[src/rtl/keymgr_pkg.sv]
// Shared key-manager types: the hardware sideload key bundle and the packer FSM states.
package keymgr_pkg;

    localparam int KeyWidth     = 256;
    localparam int KeyWordWidth = 32;
    localparam int NumSharesKey = 2;
    localparam int NumRegsKey   = KeyWidth / KeyWordWidth;

    typedef struct packed {
        logic                                   valid;
        logic [NumSharesKey-1:0][KeyWidth-1:0]  key;
    } hw_key_req_t;

    typedef enum logic [1:0] {
        IDLE  = 2'd0,
        LOAD  = 2'd1,
        VALID = 2'd2,
        WIPE  = 2'd3
    } packer_state_e;

endpackage

[src/rtl/keymgr_sideload_store.sv]
// Share/word indexed key register array; the flat word count selects share and word slot.
module keymgr_sideload_store
    import keymgr_pkg::*;
#(
    parameter int NumRegs   = 8,
    parameter int NumShares = 2,
    parameter int CntW      = 4
) (
    input  logic                                 clk_i,
    input  logic                                 rst_i,
    input  logic                                 clr_i,
    input  logic                                 we_i,
    input  logic [CntW-1:0]                      cnt_i,
    input  logic [KeyWordWidth-1:0]              wdata_i,
    output logic [NumShares-1:0][KeyWidth-1:0]   key_o
);

    logic [NumShares-1:0][KeyWidth-1:0] key_d, key_q;

    // Word count c lands in share c / NumRegs at word slot c % NumRegs.
    always_comb begin
        key_d = key_q;
        if (clr_i) begin
            key_d = '0;
        end else if (we_i) begin
            for (int s = 0; s < NumShares; s++) begin
                for (int i = 0; i < NumRegs; i++) begin
                    if (cnt_i == CntW'(s * NumRegs + i)) begin
                        key_d[s][i*KeyWordWidth +: KeyWordWidth] = wdata_i;
                    end
                end
            end
        end
    end

    always_ff @(posedge clk_i) begin
        if (rst_i) begin
            key_q <= '0;
        end else begin
            key_q <= key_d;
        end
    end

    assign key_o = key_q;

endmodule

[src/rtl/keymgr_sideload_packer.sv]
// Packs a 32-bit word stream into a two-share sideload key and holds it valid until wiped.
module keymgr_sideload_packer
    import keymgr_pkg::*;
#(
    parameter int NumRegsKey   = keymgr_pkg::NumRegsKey,
    parameter int NumSharesKey = keymgr_pkg::NumSharesKey
) (
    input  logic                     clk_i,
    input  logic                     rst_i,
    input  logic                     start_i,
    input  logic                     clear_i,
    input  logic                     word_valid_i,
    output logic                     word_ready_o,
    input  logic [KeyWordWidth-1:0]  word_data_i,
    output hw_key_req_t              key_o,
    output logic                     busy_o,
    output logic                     err_o
);

    localparam int NumWords = NumRegsKey * NumSharesKey;
    localparam int CntW     = $clog2(NumWords);
    localparam logic [CntW-1:0] LastCnt = CntW'(NumWords - 1);

    if (NumRegsKey * KeyWordWidth != KeyWidth) begin : g_bad_regs
        $error("NumRegsKey must cover exactly one KeyWidth share");
    end
    if (NumSharesKey != keymgr_pkg::NumSharesKey) begin : g_bad_shares
        $error("NumSharesKey must match hw_key_req_t");
    end

    packer_state_e state_d, state_q;
    logic [CntW-1:0] cnt_d, cnt_q;
    logic            err_d, err_q;
    logic            word_ready;
    logic            store_we;
    logic            store_clr;
    logic [NumSharesKey-1:0][KeyWidth-1:0] store_key;

    // clear_i wins over start_i and over a word accept in the same cycle.
    always_comb begin
        state_d    = state_q;
        cnt_d      = cnt_q;
        err_d      = 1'b0;
        word_ready = 1'b0;
        store_we   = 1'b0;
        store_clr  = 1'b0;
        unique case (state_q)
            IDLE: begin
                if (clear_i) begin
                    state_d = WIPE;
                end else if (start_i) begin
                    state_d = LOAD;
                    cnt_d   = '0;
                end
            end
            LOAD: begin
                if (clear_i) begin
                    state_d = WIPE;
                end else begin
                    word_ready = 1'b1;
                    err_d      = start_i;
                    if (word_valid_i) begin
                        store_we = 1'b1;
                        if (cnt_q == LastCnt) begin
                            state_d = VALID;
                        end else begin
                            cnt_d = cnt_q + CntW'(1);
                        end
                    end
                end
            end
            VALID: begin
                if (clear_i) begin
                    state_d = WIPE;
                end else begin
                    err_d = start_i;
                end
            end
            WIPE: begin
                store_clr = 1'b1;
                cnt_d     = '0;
                if (clear_i) begin
                    state_d = WIPE;
                end else begin
                    state_d = IDLE;
                    err_d   = start_i;
                end
            end
            default: state_d = IDLE;
        endcase
    end

    always_ff @(posedge clk_i) begin
        if (rst_i) begin
            state_q <= IDLE;
            cnt_q   <= '0;
            err_q   <= 1'b0;
        end else begin
            state_q <= state_d;
            cnt_q   <= cnt_d;
            err_q   <= err_d;
        end
    end

    keymgr_sideload_store #(
        .NumRegs   (NumRegsKey),
        .NumShares (NumSharesKey),
        .CntW      (CntW)
    ) u_store (
        .clk_i   (clk_i),
        .rst_i   (rst_i),
        .clr_i   (store_clr),
        .we_i    (store_we),
        .cnt_i   (cnt_q),
        .wdata_i (word_data_i),
        .key_o   (store_key)
    );

    // A partially loaded key is never visible outside VALID.
    always_comb begin
        key_o = '0;
        if (state_q == VALID) begin
            key_o.valid = 1'b1;
            key_o.key   = store_key;
        end
    end

    assign word_ready_o = word_ready;
    assign busy_o       = (state_q == LOAD) || (state_q == WIPE);
    assign err_o        = err_q;

endmodule
[config.mk]
export PLATFORM = sky130hd
export DESIGN_NAME = keymgr_sideload_packer
export DESIGN_NICKNAME = d
export VERILOG_FILES = /design/src/rtl/keymgr_pkg.sv /design/src/rtl/keymgr_sideload_store.sv /design/src/rtl/keymgr_sideload_packer.sv
export SDC_FILE = /design/constraint.sdc
export NUM_CORES = 1
export LEC_CHECK = 0
export CORE_AREA = 3 3 217 219
export DETAILED_ROUTE_END_ITERATION = 16
export DIE_AREA = 0 0 220 222
export GPL_TIMING_DRIVEN = 0
export PLACE_DENSITY = 0.87
export SETUP_SLACK_MARGIN = 0.2
export SYNTH_ARGS = -nofsm -noshare
export SYNTH_HDL_FRONTEND = slang
export SYNTH_SLANG_ARGS = --single-unit
[constraint.sdc]
create_clock -name clk_i -period 2 [get_ports clk_i]
set_input_delay 0.2 -clock clk_i [delete_from_list [all_inputs] [get_ports clk_i]]
set_output_delay 0.2 -clock clk_i [all_outputs]
set_load 0.01 [all_outputs]
==> qor.yml <==
route:
  num_vias: 22000
  routed_wl_um: 92700
  ant_nets: 0
  drt-initial-drc-count: 2726
  drc: 0
  drt-vias-per-instance: 5.85
  dr.pass1.iters: 6
  post_drt_wl_per_cell_um: 24.6
floorplanning:
  core_um2: 45300
  std_cell_rows: 78
  dieArea_um2: 48800
  die_y_um: 222
  initial_core_util_pct: 46.0
  num_io_pins: 553
  die_w_um: 220
sta:
  skew_ps: 13.0
  max_freq_mhz: 415
  slew_violations: 0
  tightest_slew_ps: 1040
  fin_ws_ps: -408
  min_period_ps: 2410
  final_hold_viol_count: 0
  setup_viol: 706
  hold_slack_ps: 51.3
  finalCritPeriodShare_pct: 120
  rsz0062_at_grt: "true"
  fin_tns_setup_ps: -164030
  relSlewSlack_pct: 30.5
flow_run:
  maxCapViolations: 0
grt:
  grt.overflow.total: 0
  grt_max_degree: 15
  antenna_found_initial: 3
  grt_first_pass_wirelength_um: 127000
  grt_pass1_vias: 20500
  grtUsageTotal_pct: 34.2
cts:
  cts_tree: "done"
  h-tree-depth: 2
  clockRootBuffer: "clkbuf_16"
  cts_num_sinks: 519
  clock_tree.buffer_depth: 3
  cts_made_buffers: 52
  cts.reportedPaths.clkPinSlew_ps: 60
  clock_latency_ps: 600
logic_synthesis:
  ys_ff_latch: 519
  yosysWarningCount: 0
  synth_cell_type_count: 37
  synth_mux_area_share_pct: 0.0481
  synth_top_family_by_area: "simple AND/OR/NAND/NOR gates"
  postSynthNetCount: 2476
  synth_simple_gate_area_share_pct: 30.7
  synth_xor_area_share_pct: 0
  synth_cells: 2435
  synth.avg_cell_area_um2: 8.55
  synth-adder-area-share_pct: 0.240
  synth_compound_area_share_pct: 13.0
  yosysSeqAreaShare_pct: 49.9
  syn_area_um2: 20800
worst_setup_path:
  slowest_stage: "dfxtp_4"
  cpPeakStageDelay_ps: 360
  required_ps: 1800
  cp_cell_sequence: "nor2b_4 -> buf_12 -> clkbuf_16 -> clkbuf_8 -> and2_1 -> clkdlybuf4s15_2"
  worstSetupEndpointType: "output pin"
  criticalPathCategory: "flop to output pin"
  crit_fanout: 10
  startpoint_type: "flop"
  critPathArrivalTime_ps: 2210
power:
  peakVddDrop_v: 0.000501
  p_total_mw: 22.2
  p_per_area_nw_per_um2: 718
  cellLeakagePower_nw: 12.6
cells_and_area:
  final_nets: 3166
  stdcell_count: 3765
  area_growth_pct: 48.4
  drive_above_1_share_pct: 31.1
  n_fill_cell: 3431
  fin_util_pct: 68.3
placed_design:
  portBuffers: 551
  gp_congestion: 0.966
  post-place-cells: 3586
  dpl.hpwl_um: 65000
hold_path:
  hp-class: "primary input to flop"
status:
  violations: "setup timing"
  outcome: "finished with violations"
routing by layer:
metal  up-vias  GRT usage (%)  wire (µm)
met4         2           18.4       5510
met3       330           6.56       9240
met1     10700           44.4      36500
li1       9646              -          -
met2      1382           53.6      41400
met5         -              0         17
final timing paths:
check                     start                 end  slack (ps)  depth (start not counted)
max                  state_q[1]           key_o[92]        -410                          6
min                       rst_i            cnt_q[1]          50                          3
max reg2reg          state_q[1]  u_store.key_o[406]        -320                          7
min reg2reg  u_store.key_o[239]  u_store.key_o[239]         460                          2
logic make-up after synthesis:
group	count (synthesis)
compound gates	521
buf+inv	258
fa+ha+maj	4
mux	1
simple gates	1132
flops	519
synthesized netlist by cell type:
library cell	n	area (µm²)
nor2_1	6	22.5
o21ai_0	271	1360
inv_1	2	7.51
nor3_1	2	10.0
mux2i_1	1	10.0
nand3_4	6	105
a21o_1	1	7.51
nand2_1	99	372
buf_1	34	128
nand4_4	2	42.5
nand4bb_1	1	11.3
buf_12	1	20.0
a21oi_4	1	16.3
buf_4	5	37.5
buf_2	35	175
nor4b_1	2	17.5
nor3b_1	1	7.51
nand3b_1	1	7.51
o21ai_1	192	961
a41oi_1	1	8.76
o21ai_2	17	149
a311oi_1	3	26.3
nand3_2	14	140
ha_1	4	50.1
a21oi_1	35	175
nand3_1	476	2380
clkbuf_1	150	563
and2_1	513	3210
and4bb_1	1	12.5
buf_6	31	349
nand2b_1	1	6.26
or3b_2	1	8.76
nor2b_1	3	18.8
nand4b_1	1	8.76
and3_1	1	6.26
dfxtp_1	519	10400
nand4_1	1	6.26
cell type report:
| type | instances | area [µm²] | area share [%] |
|---|---|---|---|
| clock buffers | 77 | 1590 | 5.13 |
| diodes | 2 | 5.00 | 0.0162 |
| repair buffers | 631 | 5980 | 19.3 |
| flip-flops and latches | 519 | 10400 | 33.6 |
| well taps | 600 | 751 | 2.43 |
| inverters | 2 | 7.51 | 0.0243 |
| multi-input cells | 1663 | 9740 | 31.5 |
| plain buffers | 256 | 2270 | 7.34 |
| clock inverters | 15 | 178 | 0.575 |
cell usage in the layout (no fill, tap or decap), types with 2 or more instances in the layout:
master           synthesis  layout
a21oi_1                 35      35
a311oi_1                 3       3
and2_1                 513     351
and2_4                   0     161
buf_1                   34      30
buf_12                   1      13
buf_2                   35     133
buf_4                    5      81
buf_6                   31     176
buf_8                    0      31
bufinv_16                0       4
clkbuf_1               150      49
clkbuf_16                0      82
clkbuf_2                 0      61
clkbuf_4                 0      15
clkbuf_8                 0      25
clkdlybuf4s15_1          0      29
clkdlybuf4s15_2          0     123
clkdlybuf4s50_1          0      37
clkinv_2                 0      10
dfxtp_1                519     517
dfxtp_4                  0       2
diode_2                  0       2
dlygate4sd2_1            0      77
dlygate4sd3_1            0       2
ha_2                     0       3
inv_1                    2       2
nand2_1                 99      88
nand2_2                  0      10
nand3_1                476     476
nand3_2                 14      11
nand3_4                  6      13
nand4_4                  2       3
nor2_1                   6       5
nor2b_1                  3       2
nor3_1                   2       2
nor4b_1                  2       2
o21ai_0                271     268
o21ai_1                192     194
o21ai_2                 17      18
worst max-delay path, delay by kind of cell (launching register included):
kind	cells	cell delay, ps
buffers and inverters	4	820
DFF	1	360
and+or+nand+nor	2	410
flip-flops by register name, summed over array words and instances, names as in the netlist:
register	count
err_o	1
state_q	2
u_store.key_o	512
cnt_q	4
through the flow:
step | area (µm²) | worst slack [ps]
after floorplan | 20800 | 298
after global placement | 27100 | -1280
after detailed placement | 27100 | -1260
after CTS | 30000 | -362
after global routing | 30900 | -412
final | 30900 | -408
timing repair:
action,in CTS,in global routing
gates resized for setup,1796,661
gates cloned,8,22
endpoints found under the hold margin,6,0
buffers inserted,23,30
pin swaps,52,33
endpoints found under the setup margin,1029,1030
hold buffers,2,0
report_power, final:
group,internal [mW],total (mW),switching [mW]
registers,10.4,10.4,0.0155
logic,0.593,1.68,1.09
clock network,5.97,10.1,4.18
total,16.9,22.2,5.28
Note: power is estimated with default switching activity, not from simulation.
